`src/rtl/fifo_burst_rd_pkg.sv`:
```
// Shared types and constants for the FIFO burst reader and its output buffer.
package fifo_burst_rd_pkg;

    typedef enum logic [0:0] {
        FBR_IDLE,
        FBR_DRAIN
    } fbr_state_e;

    localparam int FBR_OBUF_DEPTH = 2;

    // Occupancy needs to represent 0..FBR_OBUF_DEPTH inclusive.
    typedef logic [1:0] fbr_occ_t;

    localparam fbr_occ_t FBR_OCC_EMPTY = fbr_occ_t'(0);
    localparam fbr_occ_t FBR_OCC_ONE   = fbr_occ_t'(1);
    localparam fbr_occ_t FBR_OCC_FULL  = fbr_occ_t'(FBR_OBUF_DEPTH);

endpackage

```
`src/rtl/fifo_burst_rd_obuf.sv`:
```
// Two-entry in-order skid buffer between the FIFO pop port and the output stream.
// The head register reads as zero whenever the buffer is empty.
module fifo_burst_rd_obuf
    import fifo_burst_rd_pkg::*;
#(
    parameter int DATA_WIDTH = 32
) (
    input  logic                  clk_i,
    input  logic                  rst_i,
    input  logic                  clr_i,
    input  logic                  wr_en_i,
    input  logic [DATA_WIDTH-1:0] wr_dat_i,
    input  logic                  rd_en_i,
    output fbr_occ_t              occ_o,
    output logic [DATA_WIDTH-1:0] head_o
);

    logic [DATA_WIDTH-1:0] head_q;
    logic [DATA_WIDTH-1:0] tail_q;
    fbr_occ_t              occ_q;
    logic                  do_rd;

    assign do_rd = rd_en_i & (occ_q != FBR_OCC_EMPTY);

    always_ff @(posedge clk_i) begin
        if (rst_i || clr_i) begin
            head_q <= '0;
            tail_q <= '0;
            occ_q  <= FBR_OCC_EMPTY;
        end else begin
            case (occ_q)
                FBR_OCC_EMPTY: begin
                    if (wr_en_i) begin
                        head_q <= wr_dat_i;
                        occ_q  <= FBR_OCC_ONE;
                    end
                end
                FBR_OCC_ONE: begin
                    // Write while the head leaves: the new word takes the head slot directly.
                    if (wr_en_i && do_rd) begin
                        head_q <= wr_dat_i;
                    end else if (wr_en_i) begin
                        tail_q <= wr_dat_i;
                        occ_q  <= FBR_OCC_FULL;
                    end else if (do_rd) begin
                        head_q <= '0;
                        occ_q  <= FBR_OCC_EMPTY;
                    end
                end
                default: begin
                    // Full: the pop side is blocked, so only a read can happen here.
                    if (do_rd) begin
                        head_q <= tail_q;
                        tail_q <= '0;
                        occ_q  <= FBR_OCC_ONE;
                    end
                end
            endcase
        end
    end

    assign occ_o  = occ_q;
    assign head_o = head_q;

endmodule

```
`src/rtl/fifo_burst_reader.sv`:
```
// Burst pop controller for the team FIFOs with a 2-entry valid/ready output stage.
// Optional idle-timeout burst trigger is built when FIFO_BURST_RD_TIMEOUT_EN is defined.
//
// state     | meaning
// FBR_IDLE  | waiting for fill count >= THRESHOLD (or timeout expiry)
// FBR_DRAIN | popping until MAX_BURST pops or the FIFO runs empty
module fifo_burst_reader
    import fifo_burst_rd_pkg::*;
#(
    parameter int DATA_WIDTH       = 32,
    parameter int BUFFER_DEPTH     = 8,
    parameter int LOG_BUFFER_DEPTH = (BUFFER_DEPTH > 1) ? $clog2(BUFFER_DEPTH) : 1,
    parameter int THRESHOLD        = 4,
    parameter int MAX_BURST        = 8,
    parameter int TIMEOUT          = 16
) (
    input  logic                      clk_i,
    input  logic                      rst_i,
    input  logic                      flush_i,
    input  logic                      fifo_empty_i,
    input  logic [LOG_BUFFER_DEPTH:0] fifo_cnt_i,
    input  logic [DATA_WIDTH-1:0]     fifo_dat_i,
    output logic                      fifo_pop_o,
    output logic                      valid_o,
    input  logic                      ready_i,
    output logic [DATA_WIDTH-1:0]     dat_o,
    output logic                      busy_o
);

    localparam int CNT_W = LOG_BUFFER_DEPTH + 1;
    localparam logic [CNT_W-1:0] THRESHOLD_C = CNT_W'(THRESHOLD);
    localparam logic [CNT_W-1:0] MAX_BURST_C = CNT_W'(MAX_BURST);

    if (THRESHOLD < 1 || THRESHOLD > BUFFER_DEPTH || MAX_BURST < 1 ||
        MAX_BURST > BUFFER_DEPTH || TIMEOUT < 2) begin : g_bad_params
        $error("fifo_burst_reader: THRESHOLD, MAX_BURST or TIMEOUT out of range");
    end

    fbr_state_e       state_q;
    fbr_state_e       state_d;
    logic [CNT_W-1:0] burst_q;
    fbr_occ_t         occ;
    logic             last_pop;
    logic             tmo_hit;

`ifdef FIFO_BURST_RD_TIMEOUT_EN
    localparam int TMO_W = $clog2(TIMEOUT);
    localparam logic [TMO_W-1:0] TMO_LAST = TMO_W'(TIMEOUT - 1);

    logic [TMO_W-1:0] tmo_q;
    logic             tmo_run;

    // Counts only while a partial burst sits in the FIFO waiting for the threshold.
    assign tmo_run = (state_q == FBR_IDLE) && (fifo_cnt_i != '0) && (fifo_cnt_i < THRESHOLD_C);
    assign tmo_hit = tmo_run && (tmo_q == TMO_LAST);

    always_ff @(posedge clk_i) begin
        if (rst_i || flush_i) begin
            tmo_q <= '0;
        end else if (tmo_run && !tmo_hit) begin
            tmo_q <= tmo_q + TMO_W'(1);
        end else begin
            tmo_q <= '0;
        end
    end
`else
    assign tmo_hit = 1'b0;
`endif

    assign last_pop = fifo_pop_o && ((burst_q + CNT_W'(1)) == MAX_BURST_C);

    always_ff @(posedge clk_i) begin
        if (rst_i || flush_i) begin
            state_q <= FBR_IDLE;
        end else begin
            state_q <= state_d;
        end
    end

    always_comb begin
        state_d = state_q;
        case (state_q)
            FBR_IDLE: begin
                if ((fifo_cnt_i >= THRESHOLD_C) || tmo_hit) begin
                    state_d = FBR_DRAIN;
                end
            end
            FBR_DRAIN: begin
                if (fifo_empty_i || last_pop) begin
                    state_d = FBR_IDLE;
                end
            end
            default: state_d = FBR_IDLE;
        endcase
    end

    always_comb begin
        fifo_pop_o = 1'b0;
        busy_o     = 1'b0;
        if (state_q == FBR_DRAIN) begin
            busy_o     = 1'b1;
            fifo_pop_o = ~fifo_empty_i & (occ != FBR_OCC_FULL) & ~flush_i;
        end
    end

    // Held at zero in IDLE so every burst starts counting from zero.
    always_ff @(posedge clk_i) begin
        if (rst_i || flush_i) begin
            burst_q <= '0;
        end else if (state_q == FBR_IDLE) begin
            burst_q <= '0;
        end else if (fifo_pop_o) begin
            burst_q <= burst_q + CNT_W'(1);
        end
    end

    fifo_burst_rd_obuf #(
        .DATA_WIDTH(DATA_WIDTH)
    ) u_obuf (
        .clk_i   (clk_i),
        .rst_i   (rst_i),
        .clr_i   (flush_i),
        .wr_en_i (fifo_pop_o),
        .wr_dat_i(fifo_dat_i),
        .rd_en_i (valid_o & ready_i),
        .occ_o   (occ),
        .head_o  (dat_o)
    );

    assign valid_o = (occ != FBR_OCC_EMPTY);

endmodule

```
`config.mk`:
```
export PLATFORM = sky130hd
export DESIGN_NAME = fifo_burst_reader
export DESIGN_NICKNAME = d
export VERILOG_FILES = /design/src/rtl/fifo_burst_rd_pkg.sv /design/src/rtl/fifo_burst_rd_obuf.sv /design/src/rtl/fifo_burst_reader.sv
export SDC_FILE = /design/constraint.sdc
export NUM_CORES = 1
export LEC_CHECK = 0
export BUFFER_PORTS_ARGS = -buffer_cell sky130_fd_sc_hd__buf_2
export CORE_UTILIZATION = 41
export CTS_CLUSTER_DIAMETER = 200
export CTS_CLUSTER_SIZE = 14
export DETAILED_ROUTE_END_ITERATION = 8
export PLACE_DENSITY = 0.74
export SETUP_SLACK_MARGIN = 0.15
export SLEW_MARGIN = 40
export SYNTH_ARGS = -nofsm -noshare
export SYNTH_HDL_FRONTEND = slang
export SYNTH_SLANG_ARGS = --single-unit
```
`constraint.sdc`:
```
create_clock -name clk_i -period 1.6 [get_ports clk_i]
set_input_delay 0.24 -clock clk_i [delete_from_list [all_inputs] [get_ports clk_i]]
set_output_delay 0.24 -clock clk_i [all_outputs]
set_load 0.01 [all_outputs]
```
==> results of run 1 <==
-- worst max-delay path by stage --
stage,startpoint,to,slack [ps],depth (start not counted)
2_1_floorplan,state_q,burst_q[3],110,4
3_3_place_gp,fifo_empty_i,burst_q[3],-30,5
5_1_grt,state_q,u_obuf.tail_q[5],-60,7
6_report,state_q,fifo_pop_o,20,3
3_5_place_dp,fifo_empty_i,burst_q[3],-50,5
4_1_cts,state_q,fifo_pop_o,50,3
-- state kept, by name, indices dropped and copies added (netlist names) --
name	count
u_obuf.occ_o	2
burst_q	4
u_obuf.head_o	32
state_q	1
u_obuf.tail_q	32
-- through the flow --
step                total power (uW)  instance area, sq um  setup slack, ps  TNS [ps]  std cells
detailed placement              2160                  4500            -49.6     -49.6        604
CTS                             3750                  5100             47.4         0        634
finish                          3870                  5760             16.3         0        647
global placement                2150                  4500            -28.7     -28.7        604
floorplan                       2020                  3930              111         0        434
global route                    3960                  5760            -55.6      -164        647
-- synthesized netlist by cell type, drive strengths merged (2+ instances only) --
master  count
a211oi     64
a21oi      38
a221oi     32
and2       32
and3b      32
buf        21
clkbuf     42
dfxtp      71
ha          2
inv         2
nand2       2
nand4b     32
nor2        3
nor2b       4
o211ai     32
o21ai       4
o31ai       2
or3b        2
or4         2
-- worst min-delay path, delay by kind of cell --
kind,cells,cell delay (ps)
AO/OA/AOI/OAI,1,50
buffers and inverters,1,110
AND/OR/NAND/NOR,1,80
-- timing repair --
item / CTS / global route
setup buffers: 8 / 4
resized for setup: 34 / 79
pin swaps: 8 / 39
gates cloned: 7 / 9
setup endpoints to repair: 65 / 71
hold endpoints to repair: 0 / 0
-- cell type report --
| cell class | count | area, sq um |
|---|---|---|
| clock buffer | 9 | 124 |
| clock inverter | 6 | 86.3 |
| fill | 692 | 3480 |
| inverter | 2 | 12.5 |
| multi-input combinational | 298 | 2640 |
| sequential | 71 | 1430 |
| tap | 129 | 161 |
| timing repair buffer | 132 | 1310 |
-- report_power, final --
part           switching (uW)  internal, uW  leakage [uW]  total, uW
combinational             245           248       0.00142        493
clock                     725           866      0.000105       1590
sequential               8.40          1770      0.000574       1780
-- metal layers --
metal / vias up / wire, um / track usage
li1: 1881 / - / -
met1: 2093 / 5500 / 0.297
met2: 208 / 6650 / 0.409
met3: 49 / 831 / 0.0478
met4: 0 / 398 / 0.0973
met5: - / 0 / 0
-- kinds of logic after synthesis --
kind of cell	share of synthesized area
buf+inv	0.0690
compound gates	0.324
fa+ha+maj	0.00642
mux	0.00257
flops	0.365
xor+xnor	0.00450
simple gates	0.229
==> metrics.txt, run 1 <==
IO buf count 73; routed via count ~4200; Worst Setup Start Kind flip-flop; Die ar. between 0.009 and 0.01 sq mm; RSZ-0062 raised after global routing yes; Synthesized Nets approximately 480; drt wl/cell between 20 and 25 um; Area growth syn-to-layout 47.9%; layout cells sized above 1 0.434; HP Class in -> reg; CP peak stage delay 430 ps; drt first pass iters 5; Core ar. between 0.009 and 0.01 sq mm; Clock Latency Late Sink between 300 and 400 ps; Post-synth EDFFs 0; H-tree Lvls 3; mapped cell area just under 0.004 sq mm; # rows 35; first-pass GRT wire length between 15000 and 20000 um; Tmin final approximately 1600 ps; Num CTS Buffers 9; area fraction of the dominant cell type after synthesis 0.365; worst path cell trace or3b_4 -> nor2_2 -> buf_2; Num Clock Sinks between 70 and 80; max-cap viol count 0; Syn. warnings 0; cells after synthesis between 400 and 500; Seq cells post-synth a little over 70; Setup violations, final 0; Reg2Reg Depth 7; Leak roughly 0.0021 uW; hold path startpoint fifo_dat_i[22]; final hold slack roughly 170 ps; CTS Hold Bufs 0; RR Endpoint u_obuf.tail_q[5]; Slew headroom 0.715; post-synthesis sequential area ratio 0.365; final hold vios 0; top post-synthesis cells by area dfxtp_1 36%, a211oi_1 12%, a221oi_1 7.2%, and3b_1 7.2%, nand4b_1 7.2%; Worst Skew around 11 ps; DRC Markers 0; status completed; Antenna diodes 0; post-synthesis area per instance 8.98 sq um; grt ovf 0; TritonCTS clock tree built; crit-path leading delay family simple AND/OR/NAND/NOR gates; GP Congestion between 0.7 and 0.8; clock-pin slew of the registers on the worst-case setup and hold paths ~80 ps; vias per inst ~6.5; Setup CP Type reg -> out; worst slew pin tran between 400 and 500 ps; NumNets Final 557; largest net degree at the start of global routing 66; drt total wl ~13000 um; top_reg_cell synth dfxtp_1; Die Wd about 100 um; Hold EP u_obuf.tail_q[22]; most common cell after layout, fill and taps aside buf_2; Worst Path Max Fanout 6; Power Density 671 mW/mm^2; WP data required between 1000 and 1500 ps; vias in the first global route slightly below 4000; Initial Util 0.422; Starting DRT DRC Count roughly 380; Max IR drop VDD about 0.53 mV; Distinct cells, synth 39; DRT antenna net count 0; Tcrit/Tclk final 0.990; asr flop ratio synth 0; WP data arrival between 1000 and 1500 ps; root buffer cell clkbuf_8; Die Y 99.5 um; CTS max path bufs 2; Detail Placement HPWL approximately 6600 um; endpoint type of the worst setup path output port; GR Util All Layers 0.240; Worst R2R Start state_q; WHS Path Cells 3; dominant cell type by area after synthesis dfxtp_1; sum of buffers and inverters on the critical path 1; Pins Over Slew Limit 0; most frequent cells in the layout 72 x buf_2, 68 x dfxtp_1; slowest CP cell or3b_4; Util after Layout 0.624; R2R Setup Slk around 40 ps; antenna violations before repair 0; I/O pin cnt 76; FMAX ~630 MHz
No activity file was read; power rests on OpenSTA's default activity.
==> inputs of run 2 (changes only) <==
BUFFER_PORTS_ARGS = not set   (was -buffer_cell sky130_fd_sc_hd__buf_2)
DONT_BUFFER_PORTS = 1   (was not set)
PLACE_DENSITY = not set   (was 0.74)
PLACE_DENSITY_LB_ADDON = 0.1   (was not set)
clock period = 1.8 ns   (was 1.6 ns; I/O delays follow)
==> metrics.txt, run 2 (synthesized netlist as in run 1, its figures left out) <==
status completed; placed inst area between 0.004 and 0.005 sq mm; RR Endpoint burst_q[3]; CTS max path bufs 2; clock-pin slew of the registers on the worst-case setup and hold paths 70 ps; Initial Util 0.422; fin area about 0.0043 sq mm; Tcrit/Tclk final 0.904; Multi-input gate area around 0.0023 sq mm; worst slew pin tran approximately 460 ps; layout cells sized above 1 0.139; GR Util All Layers 0.225; Setup violations, final 0; Slew headroom 0.692; Worst Skew 3.76 ps; Area growth syn-to-layout 11.4%; most common cell after layout, fill and taps aside dfxtp_1; Num Clock Sinks ~70; Clock Latency Late Sink about 350 ps; Hold EP u_obuf.tail_q[7]; most frequent cells in the layout 68 x dfxtp_1, 64 x a211oi_1, 36 x a21oi_1; WP data arrival 1360 ps; Power Density 667 mW/mm^2; drt wl/cell 20.1 um; Die Y 99.5 um; DRT antenna net count 0; Num CTS Buffers 9; final hold vios 0; endpoint type of the worst setup path output port; Tmin final 1630 ps; FMAX approximately 610 MHz; H-tree Lvls 3; HP Class in -> reg; Starting DRT DRC Count slightly above 200; Antenna diodes 0; WHS Path Cells 2; hold path startpoint fifo_dat_i[7]; I/O pin cnt 76; final setup TNS 0 ps; DP Cell Count 525; Worst Path Max Fanout 4; register area 0.00143 sq mm; Die Wd a little under 100 um; first-pass GRT wire length 17500 um; post-route insts no fill 546; Core ar. between 0.009 and 0.01 sq mm; final hold slack 81.7 ps; NumNets Final about 460; routed via count 3434; grt ovf 0; drt first pass iters 4; GP Congestion approximately 0.74; drt total wl 11000 um; largest net degree at the start of global routing between 70 and 80; Die ar. roughly 0.0099 sq mm; Leak approximately 0.0014 uW; IO buf count 0; R2R Setup Slk ~170 ps; Filler cells between 900 and 1000; DRC Markers 0; Detail Placement HPWL approximately 6300 um; Worst R2R Start state_q; RSZ-0062 raised after global routing yes; vias in the first global route about 3200; Max IR drop VDD between 0.3 and 0.4 mV; max-cap viol count 0; Reg2Reg Depth 4; antenna violations before repair 0; WP data required around 1500 ps; Worst Setup Start Kind flip-flop; Setup CP Type reg -> out; Pins Over Slew Limit 0; vias per inst 6.29; root buffer cell clkbuf_8; # rows 35; TritonCTS clock tree built
## run 2: changes by cell type in the layout (fill, tap and decap cells not counted), sizes merged
cell / before / now
buf: 123 / 30
bufinv: 2 / 0
clkbuf: 17 / 12
clkinv: 4 / 2
clkinvlp: 1 / 0
dlygate4sd3: 0 / 1
inv: 1 / 2
## run 2: worst max-delay path by stage
stage / slack [ps] / from / endpoint / cells after the start
after floorplan: 170 / state_q / fifo_pop_o / 5
after global placement: 150 / state_q / u_obuf.head_o[29] / 5
after detailed placement: 130 / state_q / u_obuf.head_o[2] / 5
after CTS: 150 / state_q / fifo_pop_o / 3
after global routing: 130 / state_q / fifo_pop_o / 3
final: 170 / state_q / fifo_pop_o / 3
## run 2: worst max-delay path, cell delays in order, from the launching register on
cell	delay, ps
dfxtp_2	350
or3b_4	420
buf_12	140
nor2_4	100
## run 2: metrics by stage
step | utilization | power (uW) | setup slack [ps]
after global routing | 0.470 | 3010 | 129
after detailed placement | 0.439 | 1820 | 126
after global placement | 0.439 | 1820 | 151
after CTS | 0.466 | 2930 | 154
final | 0.470 | 2900 | 172
after floorplan | - | 1790 | 172
## run 2: report_power, final
| group | total (uW) | internal [uW] | leakage, uW | switching [uW] |
|---|---|---|---|---|
| clock | 1100 | 511 | 0.0000809 | 585 |
| sequential | 1590 | 1580 | 0.000574 | 12.2 |
| combinational | 206 | 104 | 0.000781 | 102 |
## run 2: final cells by class
class	count	area share
Sequential cell	71	0.328
Tap cell	129	0.0372
Inverter	2	0.00173
Clock inverter	2	0.00230
Clock buffer	11	0.0326
Multi-Input combinational cell	298	0.518
Timing Repair Buffer	33	0.0798
## run 2: timing repair
| action | CTS | global route |
|---|---|---|
| hold buffers | 1 | 0 |
| pin swaps | 0 | 5 |
| setup endpoints to repair | 19 | 63 |
| resized for setup | 7 | 6 |
| gates cloned | 1 | 1 |
| buffers inserted | 4 | 1 |
| hold endpoints to repair | 1 | 0 |
## run 2: routing by layer
layer | up-vias | global-route usage | routed length (um)
met5 | - | 0 | 0
met2 | 63 | 0.329 | 5040
met4 | 0 | 0.0758 | 131
li1 | 1672 | - | -
met3 | 10 | 0.0520 | 540
met1 | 1689 | 0.323 | 5280
==> inputs of run 3 (changes only) <==
SETUP_SLACK_MARGIN = 0.3   (was 0.15)
==> metrics.txt, run 3 (synthesized netlist as in run 1, its figures left out) <==
Multi-input gate area roughly 0.0024 sq mm; Max IR drop VDD roughly 0.43 mV; grt ovf 0; Filler cells between 800 and 900; routed via count ~3500; first-pass GRT wire length around 18000 um; I/O pin cnt 76; status completed; Final Worst Setup Slack 140 ps; Leak about 0.0016 uW; WP data arrival roughly 1400 ps; Die Wd a little under 100 um; fin area ~0.0050 sq mm; Worst Setup Start Kind flip-flop; highest routed layer met4; drt first pass iters 5; Area growth syn-to-layout 27.0%; CTS max path bufs 2; Starting DRT DRC Count around 170; Setup CP Type reg -> out; Detail Placement HPWL between 6000 and 7000 um; WP depth 3; Slew headroom 0.768; H-tree Lvls 3; final hold slack 75.3 ps; Core ar. about 0.009 sq mm; Setup violations, final 0; Num CTS Buffers 9; Initial Util 0.422; endpoint type of the worst setup path output port; Worst Path Max Fanout 6; dpl ws ~150 ps; Reg2Reg Depth 4; antenna violations before repair 0; final hold vios 0; Die ar. a little under 0.01 sq mm; register area roughly 0.0014 sq mm; root buffer cell clkbuf_8; NumNets Final around 470; slowest CP cell or3b_4; IO buf count 0; GP Congestion around 0.7; wl on met1 5570 um; layout cells sized above 1 0.245; worst slew pin tran ~350 ps; DRC Markers 0; GR Util All Layers 0.229; drt wl/cell approximately 21 um; most frequent cells in the layout 68 x dfxtp_1, 46 x a211oi_1, 37 x a21oi_1; vias in the first global route about 3400; WL met2 around 5500 um; Antenna diodes 0; max-cap viol count 0; drt total wl 11800 um; WP data required approximately 1500 ps; Pins Over Slew Limit 0; largest net degree at the start of global routing 71; # rows 35; Tmin final about 1700 ps; Worst Skew 10.9 ps; placed inst area 0.00409 sq mm; RSZ-0062 raised after global routing yes; clock-pin slew of the registers on the worst-case setup and hold paths ~80 ps; worst path cell trace or3b_4 -> buf_12 -> nor2_4; most common cell after layout, fill and taps aside dfxtp_1; DRT antenna net count 0; HP Class in -> reg; crit-path leading delay family simple AND/OR/NAND/NOR gates; vias per inst approximately 6.2; TritonCTS clock tree built; R2R Setup Slk roughly 180 ps; sum of buffers and inverters on the critical path 1; Die Y 99.5 um; Num Clock Sinks just over 70; FMAX 602 MHz; Tcrit/Tclk final 0.922; WHS Path Cells 2; Clock Latency Late Sink ~350 ps; met3 routed WL around 630 um; CP peak stage delay between 400 and 500 ps; Power Density 687 mW/mm^2; final setup TNS 0 ps
## run 3: cell count changes in the layout (fill, tap and decap cells not counted), sizes merged
| cell | before | now |
|---|---|---|
| buf | 30 | 36 |
| clkbuf | 12 | 18 |
| clkinv | 2 | 1 |
| clkinvlp | 0 | 2 |
| bufinv | 0 | 3 |
## run 3: timing repair
item | in CTS | in global routing
gates resized for setup | 10 | 50
gates cloned | 1 | 9
pin swaps | 4 | 30
hold buffers | 1 | 0
setup endpoints to repair | 56 | 70
buffers inserted | 4 | 6
endpoints found under the hold margin | 1 | 0
## run 3: cell type report
cell class	instances	area share
repair buffers	47	0.139
flip-flops and latches	71	0.289
clock buffers	9	0.0250
well taps	129	0.0326
clock inverters	6	0.0222
multi-input cells	298	0.490
inverters	2	0.00152
## run 3: worst paths after layout
| path | startpoint | endpoint |
|---|---|---|
| max reg2reg | state_q | burst_q[3] |
| min reg2reg | u_obuf.tail_q[14] | u_obuf.tail_q[14] |
| max | state_q | fifo_pop_o |
| min | fifo_dat_i[8] | u_obuf.tail_q[8] |
## run 3: metal layers
metal	global-route usage	vias to the layer above
li1	-	1709
met1	0.324	1711
met2	0.355	80
met3	0.0555	11
met4	0.0475	0
met5	0	-
## run 3: metrics by stage
stage,power [uW],utilization,cells
detailed placement,1820,0.443,526
global route,3540,0.536,562
CTS,3370,0.480,547
floorplan,1790,-,434
finish,3400,0.536,562
global placement,1820,0.443,526
## run 3: power by group
group / internal (uW) / total [uW] / switching (uW)
registers: 1580 / 1590 / 13.3
clock network: 911 / 1550 / 641
logic: 140 / 262 / 122
